--- src/rtl/mem_access.sv ---
// Byte-serial load/store unit between the execute stage and an 8-bit synchronous RAM.
// Optional feature: define MEM_ACCESS_MISALIGN_CHECK_EN to reject misaligned half/word accesses.
module mem_access (
  input  logic        clk_in,
  input  logic        rst_in,
  input  logic        load_in,
  input  logic        store_in,
  input  logic [1:0]  size_in,
  input  logic        unsigned_in,
  input  logic [31:0] addr_in,
  input  logic [31:0] wdata_in,
  output logic        busy_out,
  output logic        done_out,
  output logic [31:0] rdata_out,
  output logic        err_out,
  output logic [31:0] mem_a_out,
  output logic [7:0]  mem_dout_out,
  output logic        mem_wr_out,
  input  logic [7:0]  mem_din_in
);

  typedef enum logic [1:0] {IDLE, LOAD, STORE, DONE} state_t;

  state_t          state, state_nxt;
  logic [2:0]      cnt;
  logic [2:0]      nbytes_q;
  logic [31:0]     addr_q;
  logic [3:0][7:0] wdata_q;
  logic [1:0]      size_q;
  logic            uns_q;
  logic [3:0][7:0] buf_q, buf_nxt;
  logic [1:0]      rd_idx;
  logic            req;
  logic            misalign;

  function automatic logic [2:0] byte_count(input logic [1:0] sz);
    case (sz)
      2'd0:    return 3'd1;
      2'd1:    return 3'd2;
      default: return 3'd4;
    endcase
  endfunction

  function automatic logic [31:0] extend(input logic [31:0] raw, input logic [1:0] sz,
                                         input logic uns);
    logic signed [7:0]  b;
    logic signed [15:0] h;
    logic signed [31:0] w;
    b = raw[7:0];
    h = raw[15:0];
    case (sz)
      2'd0: begin
        w = b;
        return uns ? {24'd0, raw[7:0]} : w;
      end
      2'd1: begin
        w = h;
        return uns ? {16'd0, raw[15:0]} : w;
      end
      default: return raw;
    endcase
  endfunction

  assign req = load_in | store_in;

`ifdef MEM_ACCESS_MISALIGN_CHECK_EN
  logic err_q;

  assign misalign = ((size_in == 2'd1) && addr_in[0]) ||
                    (size_in[1] && (addr_in[1:0] != 2'd0));

  always_ff @(posedge clk_in) begin
    if (rst_in)
      err_q <= 1'b0;
    else if (state == IDLE && req)
      err_q <= misalign;
  end

  assign err_out = (state == DONE) && err_q;
`else
  assign misalign = 1'b0;
  assign err_out  = 1'b0;
`endif

  // Read byte arriving this cycle belongs to the address presented one cycle earlier.
  assign rd_idx = cnt[1:0] - 2'd1;

  always_comb begin
    buf_nxt = buf_q;
    if (cnt != 3'd0)
      buf_nxt[rd_idx] = mem_din_in;
  end

  always_ff @(posedge clk_in) begin
    if (rst_in) begin
      state     <= IDLE;
      cnt       <= 3'd0;
      rdata_out <= 32'd0;
    end else begin
      state <= state_nxt;
      case (state)
        LOAD: begin
          cnt <= cnt + 3'd1;
          if (cnt == nbytes_q)
            rdata_out <= extend(buf_nxt, size_q, uns_q);
        end
        STORE:   cnt <= cnt + 3'd1;
        default: cnt <= 3'd0;
      endcase
    end
  end

  always_ff @(posedge clk_in) begin
    if (state == IDLE && req) begin
      addr_q   <= addr_in;
      wdata_q  <= wdata_in;
      size_q   <= size_in;
      uns_q    <= unsigned_in;
      nbytes_q <= byte_count(size_in);
    end
    if (state == LOAD && cnt != 3'd0)
      buf_q <= buf_nxt;
  end

  always_comb begin
    state_nxt    = state;
    busy_out     = 1'b0;
    done_out     = 1'b0;
    mem_a_out    = 32'd0;
    mem_dout_out = 8'd0;
    mem_wr_out   = 1'b0;
    case (state)
      IDLE: begin
        if (req) begin
          busy_out = 1'b1;
          if (misalign)
            state_nxt = DONE;
          else if (load_in)
            state_nxt = LOAD;
          else
            state_nxt = STORE;
        end
      end
      LOAD: begin
        busy_out = 1'b1;
        if (cnt < nbytes_q)
          mem_a_out = addr_q + {29'd0, cnt};
        if (cnt == nbytes_q)
          state_nxt = DONE;
      end
      STORE: begin
        busy_out     = 1'b1;
        mem_a_out    = addr_q + {29'd0, cnt};
        mem_dout_out = wdata_q[cnt[1:0]];
        mem_wr_out   = 1'b1;
        if (cnt == nbytes_q - 3'd1)
          state_nxt = DONE;
      end
      DONE: begin
        done_out  = 1'b1;
        state_nxt = IDLE;
      end
      default: state_nxt = IDLE;
    endcase
  end

endmodule

--- config.mk ---
export PLATFORM = sky130hd
export DESIGN_NAME = mem_access
export DESIGN_NICKNAME = d
export VERILOG_FILES = /design/src/rtl/mem_access.sv
export SDC_FILE = /design/constraint.sdc
export NUM_CORES = 1
export LEC_CHECK = 0
export ABC_AREA = 1
export BUFFER_PORTS_ARGS = -buffer_cell sky130_fd_sc_hd__buf_2
export CORE_MARGIN = 3
export CORE_UTILIZATION = 56
export CTS_BUF_LIST = sky130_fd_sc_hd__clkbuf_8
export DETAILED_ROUTE_END_ITERATION = 6
export GPL_TIMING_DRIVEN = 0
export PLACE_DENSITY = 0.85
export SYNTH_ARGS = -nofsm -noshare
export SYNTH_HDL_FRONTEND = slang
export SYNTH_SLANG_ARGS = --single-unit
--- constraint.sdc ---
create_clock -name clk_in -period 4.1 [get_ports clk_in]
set_clock_uncertainty 0.2 [all_clocks]
set_input_delay 0.82 -clock clk_in [delete_from_list [all_inputs] [get_ports clk_in]]
set_output_delay 0.82 -clock clk_in [all_outputs]
set_load 0.005 [all_outputs]
==> results.cfg <==
[clock_network]
cts_hold_buffers = 0
cts_tree = done
numCtsBuffers = 17
h-tree-depth = 4
cts_setup_buffers = 0
clk_pin_slew_ns = 0.07
clockBufferDepth = 2
clock_sinks = 139
cts_root_buffer = clkbuf_8
clk_latency_ns = 0.45

[status]
status = complete, no violations

[sta]
fin_hold_ws_ns = 0.3337
finalCriticalPeriod_ns = 3.849
rsz0062_at_grt = no
drv_slew = 0
max_freq_ghz = 0.2598
relSlewSlack = 0.6170
worstMarginPinSlew_ns = 0.5739
setup_viol = 0
fin_crit_sh = 0.9388
hold_viol = 0

[placement]
port_buffers = 152
dp_hpwl_um = 12330
placed_cells = 1134
dpl_cell_area_sq_um = 8045
gp_congestion = 0.8931

[finish]
fin_area_sq_um = 8421
syn_to_final_growth_pct = 19.90
drive_gt1_frac = 0.2227
nFillCells = 953
num_antenna_cells = 0
fin_nets = 1082
stdcell_count = 1165

[floorplanning]
core_sq_um = 12110
die_area_sq_um = 13920
initial_utilization = 0.5799
io_pins = 155
dieHeight_um = 118.0
rows = 40
die_w_um = 118.0

[yosys]
yosysWarnings = 0
synth_cell_type_count = 39
yosysSeqAreaShare = 0.5416
synth_top_area_cell = edfxtp_1
synth.top_cell.area_share = 0.4361
synth_edf_count = 102
netlist_area_sq_um = 7023
async_flop_share = 0
ys_ff_latch = 139
synth-main-ff-cell = edfxtp_1
synth.top_cells.by_count = nor2_1 (192), nand2_1 (149), edfxtp_1 (102)
synth_area_leaders = edfxtp_1 (44%), dfxtp_1 (11%), nor2_1 (10%)
synthCells = 812
syn_avg_cell_area_sq_um = 8.649
syn-num-nets = 910
synth_most_common_cell = nor2_1

[detailed_routing]
wire_per_inst_um = 14.36
dr.pass1.iters = 5
vias_per_cell = 5.106
wl_um = 16730
postRouteAntennaNets = 0
drc = 0
vias = 5948
drt_iter0_markers = 571

[global_routing]
grt_first_pass_wirelength_um = 26860
grt_pass1_vias = 5497
grt_max_degree = 49
antenna_found_initial = 0
grt_use_total = 0.2444
grt.overflow.total = 0

[pwr]
leakage_nw = 3.935
power_density_nw_per_um2 = 582.9
peakVddDrop_mv = 0.6175

[critical_path]
crit_fanout = 12
critical-path-max-stage-delay_ns = 0.43
worstSetupPathType = reg2out
cp_slowest_cell = fa_1
required_ns = 3.08
worstPathArrival_ns = 2.83
crit_chain = clkbuf_4 -> clkinv_4 -> fa_1 -> inv_1 -> nand2_1 -> nand2_1 -> nand2_1 -> nor2_2 -> buf_4 -> nand3_1 -> a21oi_1 -> buf_2
end_kind = primary output
cp_common_cell = nand2_1
startpoint_type = flop

[worst_hold_path]
hp-class = reg2reg

[run]
max_cap_violations = 0
stage by stage:
| stage | TNS (ns) | setup WS (ns) | total power, mW | util |
|---|---|---|---|---|
| 4_1_cts | 0 | 0.04974 | 4.914 | 0.6947 |
| 6_report | 0 | 0.2507 | 4.908 | 0.6952 |
| 5_1_grt | 0 | 0.02066 | 5.243 | 0.6952 |
| 3_5_place_dp | 0 | 0.1921 | 3.884 | 0.6643 |
| 2_1_floorplan | 0 | 0.6500 | 3.273 | - |
| 3_3_place_gp | -15.39 | -0.4821 | 3.812 | 0.6600 |
per-layer routing:
layer | track usage | part of all wire | up-vias | wire, um
li1 | - | - | 3001 | -
met1 | 0.3217 | 0.43 | 2678 | 7188
met2 | 0.3963 | 0.48 | 242 | 7989
met3 | 0.06151 | 0.074 | 27 | 1245
met4 | 0.08425 | 0.018 | 0 | 304
met5 | 0 | 0 | - | 0
sequential cells by signal, summed over array words and instances (netlist names):
register / flops
buf_q: 32
size_q: 2
state: 2
wdata_q: 32
addr_q: 32
cnt: 3
uns_q: 1
rdata_out: 32
nbytes_q: 3
kinds of logic (layout without fill, tap and decap cells):
logic type	Yosys count	after routing	synth area share
and+or+nand+nor	406	406	0.2402
DFF	139	139	0.5416
AOI/OAI and AO/OA	120	120	0.09888
buffers and inverters	120	305	0.07518
adders and majority gates	19	19	0.03492
xor gates and xnor gates	7	7	0.008730
other	1	1	0.0005340
where the power goes:
| group | switching [mW] | internal, mW | leakage (nW) |
|---|---|---|---|
| clock | 0.511 | 0.528 | 0.194 |
| combinational | 1.13 | 0.639 | 2.47 |
| sequential | 0.168 | 1.93 | 1.27 |
| total | 1.81 | 3.09 | 3.93 |
critical path: cells and delay by family (launching register included):
family	cells	cell delay, ns
buffers and inverters	5	0.82
AOI/OAI and AO/OA	1	0.12
DFF	1	0.41
adders and majority gates	1	0.43
and+or+nand+nor	5	0.58
timing repair:
action	CTS	global route
gates resized for setup	2	3
setup endpoints to repair	14	10
gates cloned	0	0
hold endpoints to repair	0	0
cell type report:
type | count | area (sq um) | share of cell area
inverters | 92 | 350.3 | 0.04160
repair buffers | 154 | 800.8 | 0.09510
well taps | 168 | 210.2 | 0.02496
clock inverters | 15 | 133.9 | 0.01590
multi-input cells | 553 | 2705 | 0.3212
plain buffers | 27 | 181.4 | 0.02155
clock buffers | 17 | 234.0 | 0.02779
flip-flops and latches | 139 | 3805 | 0.4519
cell usage in the layout, fill, tap and decap left out, types with 3 or more instances in the layout:
cell,netlist,final
nand2_4,5,5
a21oi_1,23,22
buf_2,10,161
a31oi_1,3,3
nor2_2,3,4
nor3_1,4,4
o21a_1,16,16
inv_2,2,3
ha_1,18,18
inv_1,88,90
dfxtp_1,37,36
xnor2_1,3,3
clkinv_1,2,5
nor2_1,192,191
edfxtp_1,102,102
buf_12,1,3
nand3_1,33,33
nand2_2,4,4
clkbuf_1,8,7
nand2_1,149,149
nand4_1,8,8
o21ai_1,5,5
xor2_1,4,4
o21ai_0,54,54
clkinv_4,0,3
clkbuf_8,0,17
buf_4,3,3
o211ai_1,16,16
buf_6,5,5
worst paths after layout:
kind                               startpoint            end  slack [ns]  cells past startpoint
worst max-delay path                   cnt[1]  mem_a_out[16]        0.25                     12
worst min-delay path            rdata_out[24]  rdata_out[24]        0.33                      2
worst max register to register         cnt[0]  rdata_out[20]        1.13                     10
worst min register to register  rdata_out[24]  rdata_out[24]        0.33                      2
Note: power is estimated with default switching activity, not from simulation.
